===== config.mk =====
export PLATFORM = sky130hd
export DESIGN_NAME = branch_resolve_ctrl
export DESIGN_NICKNAME = d
export VERILOG_FILES = /design/src/rtl/branch_resolve_ctrl.sv
export SDC_FILE = /design/constraint.sdc
export NUM_CORES = 1
export LEC_CHECK = 0
export ABC_AREA = 1
export CORE_MARGIN = 5
export CORE_UTILIZATION = 46
export CTS_BUF_LIST = sky130_fd_sc_hd__clkbuf_8
export DETAILED_ROUTE_END_ITERATION = 16
export PLACE_DENSITY = 0.89
export SLEW_MARGIN = 5
export SYNTH_ARGS = -nofsm -noshare
export SYNTH_HDL_FRONTEND = slang
export SYNTH_SLANG_ARGS = --single-unit

===== constraint.sdc =====
create_clock -name clk -period 2.2 [get_ports clk]
set_input_delay 0.44 -clock clk [delete_from_list [all_inputs] [get_ports clk]]
set_output_delay 0.44 -clock clk [all_outputs]
set_load 0.02 [all_outputs]

===== src/rtl/branch_resolve_ctrl.sv =====
// branch_resolve_ctrl
//   Resolves conditional branches in ID. When an older instruction in EX or
//   MEM still has to produce a branch source, it stalls for 1 or 2 cycles
//   before driving the compare unit. It also keeps saturating statistics
//   counters.
//
// Ports
//   clk, reset            rising-edge clock, synchronous active-high reset
//   id_valid              a branch-class instruction is present in ID
//   id_brop[5:0]          branch code (6 beq, 7 bne, 33 bgtz, 34 bgez,
//                         35 bltz, 36 blez)
//   id_rs, id_rt          source register indices
//   ex_regwrite, ex_memread, ex_rd   EX-stage writer
//   mem_memread, mem_rd              MEM-stage load
//   cmp_ctrl[5:0]         operation code for the compare unit (0 = idle)
//   cmp_zero .. cmp_lezero           compare-unit result flags
//   stall                 freeze PC and IF/ID, insert a bubble into EX
//   taken, flush_if       branch resolved taken this cycle / squash IF/ID
//   illegal               id_brop is not a branch code (IDLE only)
//   br_cnt, taken_cnt, stall_cnt     saturating statistics counters
//   dbg_state             current FSM state (0 IDLE, 1 STALL)
//
// Handshake: id_valid qualifies the ID-stage fields on each cycle. There is
// no ready. The producer holds the branch while stall=1. If it drops
// id_valid during a stall, the branch is abandoned.
module branch_resolve_ctrl #(
  parameter int CNT_W = 16
) (
  input  logic             clk,
  input  logic             reset,
  input  logic             id_valid,
  input  logic [5:0]       id_brop,
  input  logic [4:0]       id_rs,
  input  logic [4:0]       id_rt,
  input  logic             ex_regwrite,
  input  logic             ex_memread,
  input  logic [4:0]       ex_rd,
  input  logic             mem_memread,
  input  logic [4:0]       mem_rd,
  output logic [5:0]       cmp_ctrl,
  input  logic             cmp_zero,
  input  logic             cmp_gtzero,
  input  logic             cmp_gezero,
  input  logic             cmp_ltzero,
  input  logic             cmp_lezero,
  output logic             stall,
  output logic             taken,
  output logic             flush_if,
  output logic             illegal,
  output logic [CNT_W-1:0] br_cnt,
  output logic [CNT_W-1:0] taken_cnt,
  output logic [CNT_W-1:0] stall_cnt,
  output logic             dbg_state
);

  typedef enum logic {IDLE = 1'b0, STALL = 1'b1} state_t;

  localparam logic [CNT_W-1:0] CNT_ONE = {{(CNT_W-1){1'b0}}, 1'b1};
  localparam logic [CNT_W-1:0] CNT_MAX = {CNT_W{1'b1}};

  state_t     state, state_nx;
  logic [1:0] wcnt, wcnt_nx;
  logic       legal, uses_rt, match_ex, match_mem, resolve, cond;
  logic [1:0] need;

  // Hazard detection. Register 0 is hard-wired, so it never creates a hazard.
  always_comb begin
    legal     = (id_brop == 6'd6)  || (id_brop == 6'd7)  || (id_brop == 6'd33) ||
                (id_brop == 6'd34) || (id_brop == 6'd35) || (id_brop == 6'd36);
    uses_rt   = (id_brop == 6'd6) || (id_brop == 6'd7);
    match_ex  = (ex_rd != 5'd0) &&
                ((ex_rd == id_rs) || (uses_rt && (ex_rd == id_rt)));
    match_mem = (mem_rd != 5'd0) &&
                ((mem_rd == id_rs) || (uses_rt && (mem_rd == id_rt)));
    // A load in EX needs two cycles. Any other in-flight producer needs one.
    if (ex_memread && match_ex)
      need = 2'd2;
    else if ((ex_regwrite && match_ex) || (mem_memread && match_mem))
      need = 2'd1;
    else
      need = 2'd0;
  end

  // Next state and control
  always_comb begin
    state_nx = state;
    wcnt_nx  = wcnt;
    stall    = 1'b0;
    resolve  = 1'b0;
    illegal  = 1'b0;
    if (!reset) begin
      case (state)
        IDLE: begin
          if (id_valid) begin
            if (!legal) begin
              illegal = 1'b1;
            end else if (need == 2'd0) begin
              resolve = 1'b1;
            end else begin
              stall    = 1'b1;
              state_nx = STALL;
              wcnt_nx  = need - 2'd1;
            end
          end
        end
        STALL: begin
          // EX/MEM hazards are not re-evaluated here. The wait length was
          // fixed when the stall began.
          if (!id_valid) begin
            state_nx = IDLE;
            wcnt_nx  = 2'd0;
          end else if (wcnt != 2'd0) begin
            stall   = 1'b1;
            wcnt_nx = wcnt - 2'd1;
          end else begin
            resolve  = 1'b1;
            state_nx = IDLE;
          end
        end
        default: begin
          state_nx = IDLE;
          wcnt_nx  = 2'd0;
        end
      endcase
    end
  end

  // Branch condition from the compare flags
  always_comb begin
    case (id_brop)
      6'd6:    cond = cmp_zero;
      6'd7:    cond = ~cmp_zero;
      6'd33:   cond = cmp_gtzero;
      6'd34:   cond = cmp_gezero;
      6'd35:   cond = cmp_ltzero;
      6'd36:   cond = cmp_lezero;
      default: cond = 1'b0;
    endcase
    taken     = resolve & cond;
    flush_if  = taken;
    cmp_ctrl  = resolve ? id_brop : 6'd0;
    dbg_state = state;
  end

  always_ff @(posedge clk) begin
    if (reset) begin
      state     <= IDLE;
      wcnt      <= 2'd0;
      br_cnt    <= '0;
      taken_cnt <= '0;
      stall_cnt <= '0;
    end else begin
      state <= state_nx;
      wcnt  <= wcnt_nx;
      if (resolve && (br_cnt != CNT_MAX))
        br_cnt <= br_cnt + CNT_ONE;
      if (taken && (taken_cnt != CNT_MAX))
        taken_cnt <= taken_cnt + CNT_ONE;
      if (stall && (stall_cnt != CNT_MAX))
        stall_cnt <= stall_cnt + CNT_ONE;
    end
  end

endmodule


==> results of run 1 <==
==> through the flow <==
stage | worst slack [ps] | cell area, um2
final | -32.8 | 5170
after global routing | -113 | 5170
after CTS | -22.5 | 5020
after detailed placement | -998 | 4830
after global placement | -908 | 4830
after floorplan | -24.6 | 3660
==> registers in the layout, summed over array words and instances (netlist names) <==
register and flops:
br_cnt 16, stall_cnt 16, taken_cnt 16, wcnt 2
dbg_state 1
==> worst register-to-register path: stages (launching register included) <==
cell     delay [ps]
dfxtp_1         440
ha_1            260
nand2_2         100
nor3_4          220
nand2_1          80
or4_4           480
buf_4           200
nand4_1         120
a21oi_2          70
==> area by class of cell <==
class | instances | area share
multi-input cells | 401 | 0.456
repair buffers | 136 | 0.241
flip-flops and latches | 51 | 0.198
inverters | 77 | 0.0569
well taps | 102 | 0.0247
clock buffers | 6 | 0.0160
clock inverters | 2 | 0.00751
==> where the power goes <==
group          internal, mW  total, mW  leakage [nW]  switching [mW]
Clock                 0.375      0.704        0.0618           0.329
Sequential            0.923      0.924         0.411        0.000557
Combinational         0.138      0.291          1.59           0.153
==> timing repair <==
action / 4_1_cts / 5_1_grt
resized for setup: 187 / 34
setup buffers: 6 / 4
cloned: 0 / 1
pin swaps: 40 / 23
setup endpoints to repair: 56 / 43
==> path summary, 6_finish.rpt <==
path         slack (ps)                      start                   endpoint
max                 -30                   ex_rd[4]                      stall
min                 510  stall_cnt[0]$_SDFFE_PP0P_  stall_cnt[0]$_SDFFE_PP0P_
max reg2reg         130     br_cnt[1]$_SDFFE_PP0P_    br_cnt[12]$_SDFFE_PP0P_
min reg2reg         510  stall_cnt[0]$_SDFFE_PP0P_  stall_cnt[0]$_SDFFE_PP0P_
==> cells in the mapped netlist, drive strengths merged <==
cell type  instances
a21oi             30
a31oi              4
and3               1
buf               13
clkbuf             7
clkinv             1
dfxtp             51
ha                 4
inv               76
nand2            124
nand3             32
nand3b             1
nand4             41
nor2              83
nor3              13
nor4               6
o2111ai            1
o21ai              5
o21bai            11
o31a               2
or2                1
or4                1
xnor2             18
xor2              22
==> routing by layer <==
metal,global-route usage,part of all wire,wire [um]
met5,0,0,0
met4,0.0683,0.022,236
met3,0.0400,0.062,674
met2,0.394,0.51,5600
met1,0.237,0.40,4370
==> cells by family (layout without fill, tap and decap cells) <==
| logic type | count (synthesis) | count (layout) |
|---|---|---|
| adders and majority gates | 4 | 4 |
| xor gates and xnor gates | 40 | 40 |
| DFF | 51 | 51 |
| buffers and inverters | 97 | 221 |
| and+or+nand+nor | 303 | 304 |
| AOI/OAI and AO/OA | 53 | 53 |
==> impl_metrics.ini, run 1 <==
[placement]
dpl.cell_count = 756
io_buffers = 95
place_congestion = 0.900
dp_hpwl_mm = 7.70

[global_routing]
grt_pass1_wl_mm = 17.4
grt_pass1_vias = 3949
grt_usage = 0.210
antenna_found_initial = 0
grt.overflow.total = 0
grt_max_degree = 38

[clock_tree]
clock-sinks = 51
clockBufferDepth = 2
clk_latency_ps = 300
htreeDepth = 2
cts_hold_buf = 0
numCtsBuffers = 5
clkTransAtPathRegs_ps = 90
cts_root_buf = clkbuf_8
tritoncts = done

[worst_setup_path]
crit_fanout = 3
crit_path_cell_trace = buf_6 > xnor2_2 > nand2_1 > nor2_2 > nand2_1 > nand2_1 > nand3_2 > nand2_2 > nor2_4 > buf_6 > nor3_4 > buf_6
critPathKind = input port to output pin
crit_required_ps = 1760
timing.critical_path.max_delay_family = simple AND/OR/NAND/NOR gates
cp_num_buf_inv = 3
critPathLaunchType = input port
critPathArrivalTime_ps = 1790
cp.depth = 12
crit_path_top_delay_cell = nor3_4
end_kind = output pin
rr_worst_depth = 8
critPathMaxStageDelay_ps = 210

[detailed_routing]
dr_total_vias = 4133
via_per_inst = 5.33
drt_iter0_markers = 182
route.detailed.drc = 0
drt-total-wl_mm = 10.9
drtAntennaViolNets = 0
drt_pre_antenna_iters = 5
avgRoutedWirePerCell_um = 14.0

[sta]
maxSlewViolCount = 0
worst_slack_ps = -32.8
worstMarginPinSlew_ps = 456
period_needed_ps = 2230
finalClockSkew_ps = 13.0
hold_viol = 0
timing.hold.ws_ps = 509
fin_crit_sh = 1.01
grt_setup_unrepaired = true
fin_tns_setup_ps = -102
max-slew-margin-rel = 0.696
setup_viol = 6
max_freq_ghz = 0.448

[synthesis]
synth-adder-area-share = 0.0140
synth_compound_area_frac = 0.0956
synth_xor_area_frac = 0.0977
ys_ff_latch = 51
syn_area_um2 = 3580
synth_top_area_frac = 0.285
synth_cell_type_count = 37
synth-simple-area-share = 0.391
seq_area_frac_synth = 0.285
synthesis.nets = 589
synth_area_leaders = dfxtp_1, nand2_1, nor2_1
synth_top_family_by_area = simple AND/OR/NAND/NOR gates
synthCells = 548
avgSynthCellArea_um2 = 6.54
yosysTopAreaCell = dfxtp_1
yosysWarnings = 0
muxShareOfSynthArea = 0

[pwr]
total_power_mw = 1.92
ir_drop_v = 0.000263
power-per-cell-area_nw_per_um2 = 371
p_leak_nw = 2.07

[floorplan]
initial_utilization = 0.469
fp.dieW_um = 98.3
die_height_um = 98.3
num_rows = 32
die_area_um2 = 9660
ios = 96
core_um2 = 7650

[cells_and_area]
synthToLayoutAreaGrowth_pct = 44.1
multi_input_area_um2 = 2360
final_cell_mix = nand2_1, nor2_1, inv_1
nFillCells = 626
post-route-util = 0.676
layout_commonest_cell = nand2_1
nNetsFinal = 713
regArea_um2 = 1020
layout-drive-gt1-share = 0.220
n_antenna_cell = 0
stdcell_count = 775

[job]
cap_violations = 0

[worst_hold_path]
hp-class = flop to flop
worstHoldPathCells = 2

[run_status]
status = finished with violations
violations = setup timing
Power figures use the tool's default switching activity.
==> inputs of run 2 (changes only) <==
--- a/config.mk
+++ b/config.mk
@@ -6,7 +6,6 @@
 export NUM_CORES = 1
 export LEC_CHECK = 0
 export ABC_AREA = 1
-export CORE_MARGIN = 5
 export CORE_UTILIZATION = 46
 export CTS_BUF_LIST = sky130_fd_sc_hd__clkbuf_8
 export DETAILED_ROUTE_END_ITERATION = 16
@@ -15,3 +14,4 @@
 export SYNTH_ARGS = -nofsm -noshare
 export SYNTH_HDL_FRONTEND = slang
 export SYNTH_SLANG_ARGS = --single-unit
+export TNS_END_PERCENT = 100
==> run 2 against run 1 <==
The run still ends with setup timing left. Global-route usage grew 5.6 points. Die area down 16%. Critical path depth unchanged. Clock-buffer cell count stayed put. Clock skew decreased by 9.6 ps.
==> impl_metrics.ini, run 2 (synthesized netlist as in run 1, its figures left out) <==
[placement]
io_buffers = 95
dpl.cell_count = 757
dp_hpwl_mm = 7.55
place_congestion = 0.931

[floorplan]
ios = 96
core_um2 = 7410
die_area_um2 = 8150
fp.dieW_um = 90.3
num_rows = 31
initial_utilization = 0.484
die_height_um = 90.3

[global_routing]
grt_usage = 0.265
antenna_found_initial = 0
grt_pass1_wl_mm = 18.1
grt.overflow.total = 0
grt_pass1_vias = 4040
grt_max_degree = 38

[cells_and_area]
nNetsFinal = 717
layout-drive-gt1-share = 0.232
reg_top3 = br_cnt (16), stall_cnt (16), taken_cnt (16)
post-route-util = 0.698
layout_commonest_cell = nand2_1
stdcell_count = 775
n_antenna_cell = 0
final_cell_mix = nand2_1, inv_1, nor2_1
synthToLayoutAreaGrowth_pct = 44.3

[detailed_routing]
via_per_inst = 5.34
route.detailed.drc = 0
drt_pre_antenna_iters = 4
dr_total_vias = 4141
drt-total-wl_mm = 10.6
drt_iter0_markers = 224
avgRoutedWirePerCell_um = 13.7
drtAntennaViolNets = 0

[run_status]
violations = setup timing
status = finished with violations

[clock_tree]
cts_root_buf = clkbuf_8
tritoncts = done
clock-sinks = 51
numCtsBuffers = 5
clkTransAtPathRegs_ps = 90
htreeDepth = 2
cts_hold_buf = 0
clk_latency_ps = 300
clockBufferDepth = 2

[sta]
timing.hold.ws_ps = 500
setup_viol = 9
max_freq_ghz = 0.439
worst_slack_ps = -78.0
period_needed_ps = 2280
worstMarginPinSlew_ps = 447
max-slew-margin-rel = 0.702
finalClockSkew_ps = 3.41
grt_setup_unrepaired = true
maxSlewViolCount = 0
fin_crit_sh = 1.04
hold_viol = 0

[pwr]
ir_drop_v = 0.000271
p_leak_nw = 2.07
power-per-cell-area_nw_per_um2 = 341

[worst_setup_path]
rr_worst_depth = 9
critPathKind = input port to output pin
crit_fanout = 3
crit_required_ps = 1760
critPathArrivalTime_ps = 1840
critPathLaunchType = input port
end_kind = output pin

[worst_hold_path]
worstHoldPathCells = 2
hp-class = flop to flop

[job]
cap_violations = 0
==> run 2: cell count changes in the layout (fill, tap and decap cells not counted), moves of 2 or more <==
cell     previous run  this run
nor2_1             71        69
buf_6              15        22
dfxtp_1            51        49
nor2_2              3         5
buf_4              43        46
dfxtp_2             0         2
buf_8               5         3
==> run 2: critical path, cell delays in order <==
cell	delay [ps]
buf_6	100
xnor2_2	140
nand2_1	100
nor2_2	140
nand2_2	80
nand2_2	90
nand3_2	90
nand2_2	100
nor2_4	50
buf_4	130
nor3_4	210
buf_6	160
==> run 2: per-layer routing <==
layer,wire length [um],global-route usage,up-vias,share of wire
met1,4160,0.308,1935,0.39
met5,0,0,-,0
met4,363,0.114,0,0.034
met3,516,0.0404,33,0.049
li1,-,-,2026,-
met2,5540,0.481,147,0.52
==> run 2: final cells by class <==
cell class,instances,area [um2]
clock inverter,1,5.00
sequential,51,1020
timing repair buffer,141,1290
multi-input combinational,400,2350
tap,99,124
clock buffer,6,82.6
inverter,77,297
fill,569,2240
==> run 2: final timing paths <==
path                           endpoint                       from  slack [ps]
max                               stall                   id_rt[4]         -80
min              br_cnt[1]$_SDFFE_PP0P_     br_cnt[1]$_SDFFE_PP0P_         500
min reg2reg      br_cnt[1]$_SDFFE_PP0P_     br_cnt[1]$_SDFFE_PP0P_         500
max reg2reg  stall_cnt[14]$_SDFFE_PP0P_  stall_cnt[3]$_SDFFE_PP0P_         180
==> run 2: report_power, final <==
group,internal (mW),leakage (nW),switching [mW]
clock,0.248,0.0470,0.301
sequential,0.923,0.412,0.000860
combinational,0.138,1.61,0.151
==> run 2: timing repair <==
item / 4_1_cts / 5_1_grt
gates cloned: 0 / 0
endpoints found under the setup margin: 58 / 48
pin swaps: 38 / 9
setup buffers: 6 / 6
gates resized for setup: 211 / 21
==> run 2: metrics by stage <==
stage	cell area (um2)	setup TNS (ps)	setup WS, ps	power (mW)
global route	5170	-1270	-147	1.83
detailed placement	4850	-37650	-991	1.20
global placement	4850	-32890	-935	1.19
finish	5170	-500	-78.0	1.76
floorplan	3660	-24.6	-24.6	1.07
CTS	5070	-66.9	-31.5	1.76
